$ cat src/rtl/shared_reg_arbiter_pkg.sv
// Shared definitions for the shared-register write arbiter:
// FSM state encoding, a clog2 helper and the DIN slicing convention.
package shared_reg_arbiter_pkg;

  typedef enum logic {
    IDLE = 1'b0,
    OWN  = 1'b1
  } state_t;

  // Number of bits needed to index v distinct values.
  function automatic int unsigned clog2(input int unsigned v);
    int unsigned r;
    r = 0;
    for (int unsigned x = v - 1; x > 0; x = x >> 1) r++;
    return r;
  endfunction

  // Requester idx owns DIN[idx*wdt +: wdt].
  function automatic int unsigned din_lsb(input int unsigned idx, input int unsigned wdt);
    return idx * wdt;
  endfunction

endpackage

$ cat src/rtl/shared_reg_arbiter_if.sv
// Request/data/result bundle of the shared-register arbiter.
//   master : producer side (drives REQ, LOCK, DIN; reads Q, GNT, OWNER, BUSY)
//   slave  : arbiter side
interface shared_reg_arbiter_if
  import shared_reg_arbiter_pkg::*;
#(
  parameter int unsigned N   = 4,
  parameter int unsigned WDT = 7
) ();
  localparam int unsigned IW = clog2(N);

  logic [N-1:0]     REQ;
  logic [N-1:0]     LOCK;
  logic [N*WDT-1:0] DIN;
  logic [WDT-1:0]   Q;
  logic [N-1:0]     GNT;
  logic [IW-1:0]    OWNER;
  logic             BUSY;

  modport master (output REQ, LOCK, DIN, input Q, GNT, OWNER, BUSY);
  modport slave  (input REQ, LOCK, DIN, output Q, GNT, OWNER, BUSY);
endinterface

$ cat src/rtl/shared_reg_arbiter_dtr.sv
// Enable register with asynchronous active-high reset to zero.
//   CLK, RST : clock / reset
//   EN       : load strobe
//   D, Q     : data in / stored value
module dtr #(
  parameter int unsigned W = 1
) (
  input  logic         CLK,
  input  logic         RST,
  input  logic         EN,
  input  logic [W-1:0] D,
  output logic [W-1:0] Q
);
  always_ff @(posedge CLK or posedge RST) begin
    if (RST)     Q <= '0;
    else if (EN) Q <= D;
  end
endmodule

$ cat src/rtl/shared_reg_arbiter_rr_pick.sv
// Combinational round-robin selector.
//   req_i   : request vector
//   ptr_i   : last served index; scanning starts at ptr_i+1 (mod N)
//   win_o   : first requesting index found
//   valid_o : any request present
module rr_pick
  import shared_reg_arbiter_pkg::*;
#(
  parameter int unsigned N  = 4,
  parameter int unsigned IW = clog2(N)
) (
  input  logic [N-1:0]  req_i,
  input  logic [IW-1:0] ptr_i,
  output logic [IW-1:0] win_o,
  output logic          valid_o
);
  always_comb begin
    int unsigned idx;
    idx     = 0;
    win_o   = '0;
    valid_o = 1'b0;
    for (int unsigned k = 1; k <= N; k++) begin
      idx = (32'(ptr_i) + k) % N;
      if (!valid_o && req_i[idx]) begin
        win_o   = IW'(idx);
        valid_o = 1'b1;
      end
    end
  end
endmodule

$ cat src/rtl/shared_reg_arbiter.sv
// Round-robin write arbiter for one shared WDT-wide register, with an
// optional bounded ownership lock (at most MAX_HOLD consecutive grants).
//   CLK, RST : clock, asynchronous active-high reset
//   bus      : slave side of shared_reg_arbiter_if (REQ, LOCK, DIN in;
//              Q, GNT, OWNER, BUSY out, all registered)
module shared_reg_arbiter
  import shared_reg_arbiter_pkg::*;
#(
  parameter int unsigned N        = 4,
  parameter int unsigned WDT      = 7,
  parameter int unsigned MAX_HOLD = 4
) (
  input logic             CLK,
  input logic             RST,
  shared_reg_arbiter_if.slave bus
);
  localparam int unsigned IW = clog2(N);
  localparam int unsigned CW = clog2(MAX_HOLD + 1);
  localparam logic [CW-1:0] CNT_LAST = CW'(MAX_HOLD - 1);

  state_t        state_q, state_d;
  logic [CW-1:0] cnt_q, cnt_d;
  logic [IW-1:0] ptr_q, ptr_d;
  logic [N-1:0]  gnt_q, gnt_d;
  logic [IW-1:0] owner_q, owner_d;

  logic [IW-1:0]  win;
  logic           win_valid;
  logic [IW-1:0]  sel;
  logic           wr_en;
  logic [WDT-1:0] wdata;

  rr_pick #(.N(N), .IW(IW)) u_pick (
    .req_i   (bus.REQ),
    .ptr_i   (ptr_q),
    .win_o   (win),
    .valid_o (win_valid)
  );

  always_comb begin
    state_d = state_q;
    cnt_d   = cnt_q;
    ptr_d   = ptr_q;
    gnt_d   = '0;
    owner_d = owner_q;
    sel     = owner_q;
    wr_en   = 1'b0;
    unique case (state_q)
      IDLE: begin
        if (win_valid) begin
          sel        = win;
          wr_en      = 1'b1;
          gnt_d[win] = 1'b1;
          owner_d    = win;
          ptr_d      = win;
          if (bus.LOCK[win]) begin
            state_d = OWN;
            cnt_d   = CW'(1);
          end
        end
      end
      OWN: begin
        // cnt counts OWN cycles including the grant cycle, so leaving at
        // MAX_HOLD-1 caps the burst at MAX_HOLD grants even if REQ idles.
        cnt_d = cnt_q + CW'(1);
        if (bus.REQ[owner_q]) begin
          wr_en          = 1'b1;
          gnt_d[owner_q] = 1'b1;
        end
        if (!bus.LOCK[owner_q] || cnt_q == CNT_LAST) begin
          state_d = IDLE;
          cnt_d   = '0;
        end
      end
      default: ;
    endcase
    wdata = bus.DIN[din_lsb(32'(sel), WDT) +: WDT];
  end

  always_ff @(posedge CLK or posedge RST) begin
    if (RST) begin
      state_q <= IDLE;
      cnt_q   <= '0;
      ptr_q   <= IW'(N - 1);
      gnt_q   <= '0;
      owner_q <= '0;
    end else begin
      state_q <= state_d;
      cnt_q   <= cnt_d;
      ptr_q   <= ptr_d;
      gnt_q   <= gnt_d;
      owner_q <= owner_d;
    end
  end

  dtr #(.W(WDT)) u_q_reg (
    .CLK (CLK),
    .RST (RST),
    .EN  (wr_en),
    .D   (wdata),
    .Q   (bus.Q)
  );

  assign bus.GNT   = gnt_q;
  assign bus.OWNER = owner_q;
  assign bus.BUSY  = (state_q == OWN);

endmodule
$ cat src/flat_wrapper.sv
// flat-port wrapper written by rule: the top's interface ports become plain ports
module shared_reg_arbiter_flat import shared_reg_arbiter_pkg::*;
#(
  parameter int unsigned N        = 4,
  parameter int unsigned WDT      = 7,
  parameter int unsigned MAX_HOLD = 4
)
  (CLK, RST, bus_REQ, bus_LOCK, bus_DIN, bus_Q, bus_GNT, bus_OWNER, bus_BUSY);
  shared_reg_arbiter_if #(.N(N), .WDT(WDT)) bus_i ();
  input logic CLK;
  input logic RST;
  input wire logic [$bits(bus_i.REQ)-1:0] bus_REQ;
  input wire logic [$bits(bus_i.LOCK)-1:0] bus_LOCK;
  input wire logic [$bits(bus_i.DIN)-1:0] bus_DIN;
  output wire logic [$bits(bus_i.Q)-1:0] bus_Q;
  output wire logic [$bits(bus_i.GNT)-1:0] bus_GNT;
  output wire logic [$bits(bus_i.OWNER)-1:0] bus_OWNER;
  output wire logic [$bits(bus_i.BUSY)-1:0] bus_BUSY;
  assign bus_i.REQ = bus_REQ;
  assign bus_i.LOCK = bus_LOCK;
  assign bus_i.DIN = bus_DIN;
  assign bus_Q = bus_i.Q;
  assign bus_GNT = bus_i.GNT;
  assign bus_OWNER = bus_i.OWNER;
  assign bus_BUSY = bus_i.BUSY;
  shared_reg_arbiter #(.N(N), .WDT(WDT), .MAX_HOLD(MAX_HOLD)) u_core (.CLK(CLK), .RST(RST), .bus(bus_i));
endmodule
$ cat config.mk
export PLATFORM = sky130hd
export DESIGN_NAME = shared_reg_arbiter_flat
export DESIGN_NICKNAME = d
export VERILOG_FILES = /design/src/rtl/shared_reg_arbiter_pkg.sv /design/src/rtl/shared_reg_arbiter_if.sv /design/src/rtl/shared_reg_arbiter_dtr.sv /design/src/rtl/shared_reg_arbiter_rr_pick.sv /design/src/rtl/shared_reg_arbiter.sv /design/src/flat_wrapper.sv
export SDC_FILE = /design/constraint.sdc
export NUM_CORES = 1
export LEC_CHECK = 0
export CAP_MARGIN = 5
export CORE_MARGIN = 2
export CORE_UTILIZATION = 45
export DETAILED_ROUTE_END_ITERATION = 16
export PLACE_DENSITY_LB_ADDON = 0.12
export SLEW_MARGIN = 20
export SYNTH_ARGS = -nofsm -noshare
export SYNTH_HDL_FRONTEND = slang
export SYNTH_HIERARCHICAL = 1
export SYNTH_SLANG_ARGS = --single-unit
$ cat constraint.sdc
create_clock -name CLK -period 6.21 [get_ports CLK]
set_input_delay 1.863 -clock CLK [delete_from_list [all_inputs] [get_ports CLK]]
set_output_delay 1.863 -clock CLK [all_outputs]
set_load 0.01 [all_outputs]
==> metrics.txt, run 1 <==
status complete, no violations; Die Ht 56.33 um; syn avg cell area 9.939 sq um; most common cell after layout, fill and taps aside clkdlybuf4s50_1; CP max-delay cell clkdlybuf4s50_1; clk slew on worst S/H paths around 0.11 ns; Power Density around 480 nW/um^2; post-CTS setup buffers 0; P_leak roughly 0.00076 uW; final net count 215; setup TNS 0 ns; sequential power share 0.299; final hold slack 0.5177 ns; Core Area around 2500 sq um; Clock power frac 0.078; Post-CTS Resized 0; full die area 3173 sq um; Hold Crit Class flip-flop to flip-flop; most frequent cells in the layout clkdlybuf4s50_1, nand2_1, dfrtp_1; CTS tree done; f_max 0.2364 GHz; Crit path arrival time 4.44 ns; Boundary Pins 52; initial antenna violation count 0; # diodes 0; Tot GR Track Use 0.2056; HPWL Detailed 2.529 mm; hold-fix buffers at CTS 0; drt via density 5.657; wire per inst 15.91 um; clk_lat worst skew roughly 0.30 ns; H-tree Lvls 1; Max Slew Vio Count 0; VDD IR-drop max 304.0 uV; Seq/Total Area, Yosys 0.3878; total power between 800 and 900 uW; clk buf depth 2; gpl congestion 0.8210; Synth cell types 31; Slew @ Worst Pin 0.6993 ns; root buffer cell clkbuf_4; CP max FO 15; # rows 18; global-route wire length before repair approximately 5.1 mm; # DRC 0; Final period util 0.6812; Sink Count 19; switching power 350.4 uW; CP startpoint kind primary input; Comb power frac 0.624; max cap viols 0; endpoints failing setup 0; CP Cell Sequence clkdlybuf4s50_1 -> and2b_1 -> a21oi_2 -> o221ai_2 -> and3b_2 -> a21oi_4 -> inv_2 -> a21oi_1 -> a32oi_1 -> mux2_4; WP data required 6.41 ns; synthesis-to-layout area growth 42.13%; Int Pwr 495.8 uW; cells after synthesis 124; WP buf/inv 2; critical path type primary input to flip-flop; flop and latch count out of synthesis 19; maximum number of pins on one net before global-route repair 16; Antenna Violating Nets Remaining 0; Synthesized Nets 164; Initial Util 0.4843; layout cells sized above 1 0.1437; CP peak stage delay 0.56 ns; RSZ-0062 raised after global routing false; Die Wd 56.33 um; Synth warnings 6; Pre-antenna DRT Iters 5; synthesized area 1232 sq um; vias in the first global route roughly 1,100; switching portion of total power 0.4141; Clock Skew 0.0007776 ns; total wire length 3.245 mm; grt ovf 0; family with the most delay on the worst path compound AO/OA/AOI/OAI gates; Num CTS Buffers 3; DR iter-0 viols 75; input/output buffers 51; Slew HR 0.5311; min Tclk post-route approximately 4.2 ns; final hold vios 0; CP Capture Type flip-flop; Vias 1,154
## stage by stage
step                instance area, sq um  setup WS, ns  utilization  std cells
floorplan                           1232         2.720            -        124
global placement                    1724         1.827       0.6775        200
detailed placement                  1724         1.710       0.6775        200
CTS                                 1752         2.045       0.6883        204
global route                        1752         1.873       0.6883        204
finish                              1752         1.980       0.6883        204
## per-layer routing
| metal | routed length [um] | part of all wire | track usage |
|---|---|---|---|
| met3 | 215 | 0.066 | 0.02765 |
| met1 | 1474 | 0.45 | 0.2922 |
| met5 | 0 | 0 | 0 |
| met2 | 1528 | 0.47 | 0.3311 |
| met4 | 25 | 0.0077 | 0.05102 |
## worst paths after layout
path                                 start                   to  slack [ns]  cells after the start
max                             bus_REQ[2]  u_core/u_q_reg/Q[1]        1.98                     10
min reg2reg                u_core/cnt_q[0]      u_core/cnt_q[0]        0.52                      1
max reg2reg                u_core/ptr_q[1]  u_core/u_q_reg/Q[1]        3.57                      8
min                        u_core/cnt_q[0]      u_core/cnt_q[0]        0.52                      1
max in group asynchronous              RST      u_core/ptr_q[0]        3.97                      2
min in group asynchronous              RST  u_core/u_q_reg/Q[1]        1.81                      2
## logic make-up (layout without fill, tap and decap cells)
| group | after synthesis | count (layout) | synth area share |
|---|---|---|---|
| buf+inv | 15 | 65 | 0.07613 |
| mux | 12 | 12 | 0.1472 |
| simple gates | 45 | 45 | 0.1675 |
| fa+ha+maj | 2 | 2 | 0.02030 |
| flops | 19 | 19 | 0.3878 |
| compound gates | 31 | 31 | 0.2010 |
## state kept, by name, indices dropped and copies added, names as in the netlist
name              cells
u_core/bus.GNT        4
u_core/bus.BUSY       1
u_core/ptr_q          2
u_core/u_q_reg/Q      7
u_core/bus.OWNER      2
u_core/cnt_q          3
## cells in the mapped netlist (all sizes together)
cell | count | share of area
mux4 | 2 | 0.037
dfstp | 2 | 0.043
mux2 | 8 | 0.094
ha | 2 | 0.020
nor2b | 2 | 0.010
a31oi | 1 | 0.0051
a21o | 1 | 0.0071
o221ai | 1 | 0.012
and2b | 1 | 0.0061
nor2 | 5 | 0.015
and3b | 1 | 0.0081
nand2 | 28 | 0.085
a21oi | 12 | 0.067
o21ai | 2 | 0.0081
inv | 10 | 0.030
nand4 | 2 | 0.010
o22ai | 1 | 0.0051
nand2b | 4 | 0.020
mux2i | 2 | 0.016
buf | 5 | 0.046
a21boi | 1 | 0.0091
a32o | 2 | 0.016
o2bb2ai | 1 | 0.0071
a32oi | 7 | 0.050
nand3b | 2 | 0.012
dfrtp | 17 | 0.35
o32ai | 2 | 0.014
## power groups by stage
stage	Clock [uW]	Sequential, uW	Combinational [uW]
CTS	68.7	251	523
finish	65.8	253	528
global route	73.4	261	569
global placement	0	252	506
floorplan	0	257	372
detailed placement	0	255	521
## final cells by class
| class | count | area (sq um) |
|---|---|---|
| fill | 214 | 793.3 |
| multi-input combinational | 90 | 660.6 |
| timing repair buffer | 51 | 510.5 |
| sequential | 19 | 478.0 |
| inverter | 10 | 37.54 |
| tap | 30 | 37.54 |
| clock buffer | 3 | 22.52 |
| clock inverter | 1 | 5.005 |
(Power assumes the default switching activity.)
==> inputs of run 2 (changes only) <==
Settings changed: CORE_UTILIZATION 45 to 42.
Clock period 6.21 ns to 3.94 ns, I/O delays scaled along.
==> metrics.txt, run 2 (synthesis gave the netlist of run 1 again) <==
status complete, no violations; WP data required 4.13 ns; DR iter-0 viols 28; Sink Count 19; Initial Util 0.4431; clk slew on worst S/H paths 0.11 ns; CP max FO 14; # diodes 0; Boundary Pins 52; CP Capture Type flip-flop; most common cell after layout, fill and taps aside clkdlybuf4s50_1; critical path type primary input to flip-flop; Core Area 2781 sq um; Num CTS Buffers 3; P_leak 0.0007686 uW; Die Wd 58.17 um; grt ovf 0; drt via density 5.459; CP startpoint kind primary input; Final WS setup 0.6574 ns; max reg flops 7; full die area 3384 sq um; Die Ht 58.17 um; final hold vios 0; Reg with most FFs u_core/u_q_reg/Q; HPWL Detailed approximately 2.4 mm; Setup WS pre-CTS 0.4047 ns; min Tclk post-route 3.283 ns; f_max a little over 0.3 GHz; Worst Hold Path EP u_core/ptr_q[1]; setup TNS 0 ns; maximum number of pins on one net before global-route repair 16; CTS tree done; R2R depth 7; Crit path arrival time 3.47 ns; Finished Core Util 0.6356; input/output buffers 51; RSZ-0062 raised after global routing false; wire per inst around 15 um; hold path start u_core/ptr_q[1]; Slew @ Worst Pin 0.5809 ns; Post-CTS Resized 0; Pre-antenna DRT Iters 4; VDD IR-drop max 489.1 uV; Reg-to-Reg End u_core/u_q_reg/Q[0]; Final period util 0.8332; post-CTS setup buffers 0; clk_lat worst skew 0.29 ns; hold-fix buffers at CTS 0; Slew HR 0.6104; total wire length around 3.0 mm; root buffer cell clkbuf_4; final net count 217; Antenna Violating Nets Remaining 0; Clock Skew 0.004571 ns; # DRC 0; endpoints failing setup 0; Max Slew Vio Count 0; max cap viols 0; synthesis-to-layout area growth 43.45%; Hold Crit Class flip-flop to flip-flop; Vias between 1,000 and 1,500; Power Density 760.4 nW/um^2; clk buf depth 2; vias in the first global route 1,107; global-route wire length before repair 4.733 mm; initial antenna violation count 0; Worst Hold Depth 2; gpl congestion 0.8268; R2R Setup Slk 1.51 ns; Reg-to-Reg Start u_core/ptr_q[1]; FILL cells between 200 and 250; # rows 19; layout cells sized above 1 0.1534; H-tree Lvls 1; Tot GR Track Use 0.1811; most frequent cells in the layout clkdlybuf4s50_1, nand2_1, dfrtp_1
## run 2: cell count changes in the layout (fill, tap and decap cells not counted)
| cell | before | now |
|---|---|---|
| buf_4 | 0 | 2 |
## run 2: worst max path at each step
stage | start | end | slack [ns] | cells past startpoint
finish | bus_REQ[1] | u_core/u_q_reg/Q[0] | 0.66 | 8
global route | bus_REQ[1] | u_core/u_q_reg/Q[4] | 0.59 | 8
CTS | bus_REQ[1] | u_core/u_q_reg/Q[2] | 0.71 | 8
detailed placement | bus_REQ[2] | u_core/u_q_reg/Q[0] | 0.40 | 10
global placement | bus_REQ[2] | u_core/u_q_reg/Q[0] | 0.50 | 10
floorplan | bus_REQ[2] | u_core/u_q_reg/Q[5] | 1.13 | 10
## run 2: area by class of cell
type	count	area [sq um]	share of cell area
multi-input combinational	90	660.6	0.3737
sequential	19	478.0	0.2703
timing repair buffer	53	525.5	0.2972
tap	31	38.79	0.02194
clock buffer	3	22.52	0.01274
clock inverter	1	5.005	0.002831
inverter	10	37.54	0.02123
## run 2: report_power, final
group,internal (uW),total (uW),switching (uW),leakage (uW)
registers,301,400,99.4,0.000230
clock network,37.7,97.6,59.9,0.0000177
logic,460,846,387,0.000521
## run 2: through the flow
step           area, sq um  hold WS, ns  power, uW  instances
2_1_floorplan         1232       0.4714      992.0        124
3_3_place_gp          1740       0.4956       1219        203
3_5_place_dp          1740       0.4984       1250        203
4_1_cts               1768       0.5203       1349        207
5_1_grt               1768       0.5354       1430        207
6_report              1768       0.5212       1344        207
## run 2: worst max-delay path, cell delays in order
cell and delay (ns):
clkdlybuf4s50_1 0.58, a21oi_1 0.09, a31oi_1 0.19, a21oi_1 0.15, nand3b_1 0.18, a21boi_2 0.52, a32oi_1 0.25, mux2_4 0.31
## run 2: per-layer routing
| metal | GRT usage | wire (um) | up-vias |
|---|---|---|---|
| li1 | - | - | 549 |
| met1 | 0.2271 | 1343 | 543 |
| met2 | 0.3198 | 1468 | 38 |
| met3 | 0.05134 | 197 | 0 |
| met4 | 0.01993 | 0 | 0 |
| met5 | 0 | 0 | - |
==> inputs of run 3 (changes only) <==
Settings changed: CORE_UTILIZATION 42 to 38.
Clock period 3.94 ns to 2.95 ns, I/O delays scaled along.
==> metrics.txt, run 3 (synthesis gave the netlist of run 1 again) <==
f_max 0.3657 GHz; maximum number of pins on one net before global-route repair 16; Final WS setup 0.2156 ns; total wire length approximately 3.1 mm; Tot GR Track Use 0.1872; # DRC 0; FILL cells 284; Vias 1,162; final hold vios 0; switching portion of total power 0.3970; R2R Setup Slk 0.80 ns; layout cells sized above 1 0.1713; grt ovf 0; Reg-to-Reg End u_core/u_q_reg/Q[4]; Post-CTS Resized 0; setup TNS 0 ns; wire per inst 13.99 um; CP max FO 14; global-route wire length before repair 5.119 mm; Finished Core Util 0.5955; HPWL Detailed 2.588 mm; Final period util 0.9269; clk_lat worst skew 0.29 ns; # rows 20; synthesis-to-layout area growth 48.73%; max cap viols 0; Pre-antenna DRT Iters 4; root buffer cell clkbuf_4; Final Non-Filler Cells 225; Core Area 3078 sq um; VDD IR-drop max 453.4 uV; Worst Hold Path EP u_core/cnt_q[0]; Die Ht about 60 um; Antenna Violating Nets Remaining 0; WP data required ~3.2 ns; clk buf depth 2; Initial Util 0.4004; Reg with most FFs u_core/u_q_reg/Q; Hold Crit Class flip-flop to flip-flop; drt via density 5.164; endpoints failing setup 0; Crit path arrival time 2.97 ns; R2R depth 8; input/output buffers 51; post-CTS setup buffers 0; vias in the first global route between 1,000 and 1,500; Placed Cells ~220; Boundary Pins between 50 and 60; most frequent cells in the layout clkdlybuf4s50_1, nand2_1, dfrtp_1; Slew HR 0.7018; # diodes 0; P_leak 0.0007947 uW; CTS tree done; initial antenna violation count 0; Setup WS pre-CTS -0.09358 ns; status complete, no violations; final net count 222; Slew @ Worst Pin 0.4469 ns; Num CTS Buffers 3; Max Slew Vio Count 0; min Tclk post-route around 2.7 ns; Clock power frac 0.070; RSZ-0062 raised after global routing false; sequential power share 0.285; Reg-to-Reg Start u_core/ptr_q[1]; CP startpoint kind primary input; H-tree Lvls 1; Sink Count 19; full die area 3715 sq um; hold path start u_core/cnt_q[0]; switching power about 740 uW; final hold slack ~0.51 ns; hold-fix buffers at CTS 0; Clock Skew ~0.001 ns; Power Density 1015 nW/um^2; Die Wd 60.95 um; Comb power frac 0.645; CP Capture Type flip-flop; Int Pwr 1122 uW; critical path type primary input to flip-flop; most common cell after layout, fill and taps aside clkdlybuf4s50_1; gpl congestion a little under 0.9; max reg flops 7; clk slew on worst S/H paths 0.11 ns; Worst Hold Depth 1; DR iter-0 viols 54
==> run 3: cell types whose count changed in the layout (fill, tap and decap cells not counted), sizes merged <==
cell and delta:
clkbuf +1, buf +5, clkinv -1
==> run 3: final cells by class <==
class / instances / area, sq um / area share
multi-input cells: 90 / 660.6 / 0.3604
clock buffers: 4 / 26.28 / 0.01433
repair buffers: 58 / 575.6 / 0.3140
inverters: 10 / 37.54 / 0.02048
well taps: 44 / 55.05 / 0.03003
flip-flops and latches: 19 / 478.0 / 0.2608
==> run 3: layer usage <==
metal / wire length (um) / track usage / up-vias
met5: 0 / 0 / -
met4: 59 / 0.06522 / 0
met3: 208 / 0.04691 / 6
met2: 1485 / 0.2811 / 46
met1: 1394 / 0.2625 / 546
li1: - / - / 564
==> run 3: per-stage QoR <==
stage | power [uW] | instance area [sq um]
floorplan | 1325 | 1232
global placement | 1694 | 1807
detailed placement | 1732 | 1807
CTS | 1867 | 1833
global route | 2009 | 1833
finish | 1861 | 1833
==> run 3: power groups by stage <==
stage / sequential (uW) / combinational [uW] / clock, uW
final: 530 / 1200 / 130
after detailed placement: 536 / 1200 / 0
after CTS: 532 / 1200 / 136
after global placement: 531 / 1160 / 0
after global routing: 552 / 1300 / 152
after floorplan: 542 / 783 / 0
==> run 3: worst max-delay path by stage <==
| stage | start | end | slack [ns] | cells after the start |
|---|---|---|---|---|
| finish | bus_REQ[3] | u_core/u_q_reg/Q[4] | 0.22 | 10 |
| global route | bus_REQ[3] | u_core/u_q_reg/Q[4] | 0.13 | 10 |
| CTS | bus_REQ[3] | u_core/u_q_reg/Q[4] | 0.22 | 10 |
| detailed placement | bus_REQ[3] | u_core/u_q_reg/Q[4] | -0.09 | 10 |
| global placement | bus_REQ[2] | u_core/u_q_reg/Q[4] | 0.02 | 10 |
| floorplan | bus_REQ[2] | u_core/u_q_reg/Q[5] | 0.44 | 10 |
==> run 3: worst max-delay path, stage by stage <==
cell and delay (ns):
clkdlybuf4s50_1 0.50, and2b_1 0.23, a21oi_2 0.11, o221ai_2 0.12, and3b_2 0.24, a21oi_4 0.13
buf_4 0.20, nand2_1 0.07, a32oi_1 0.29, mux2_4 0.20
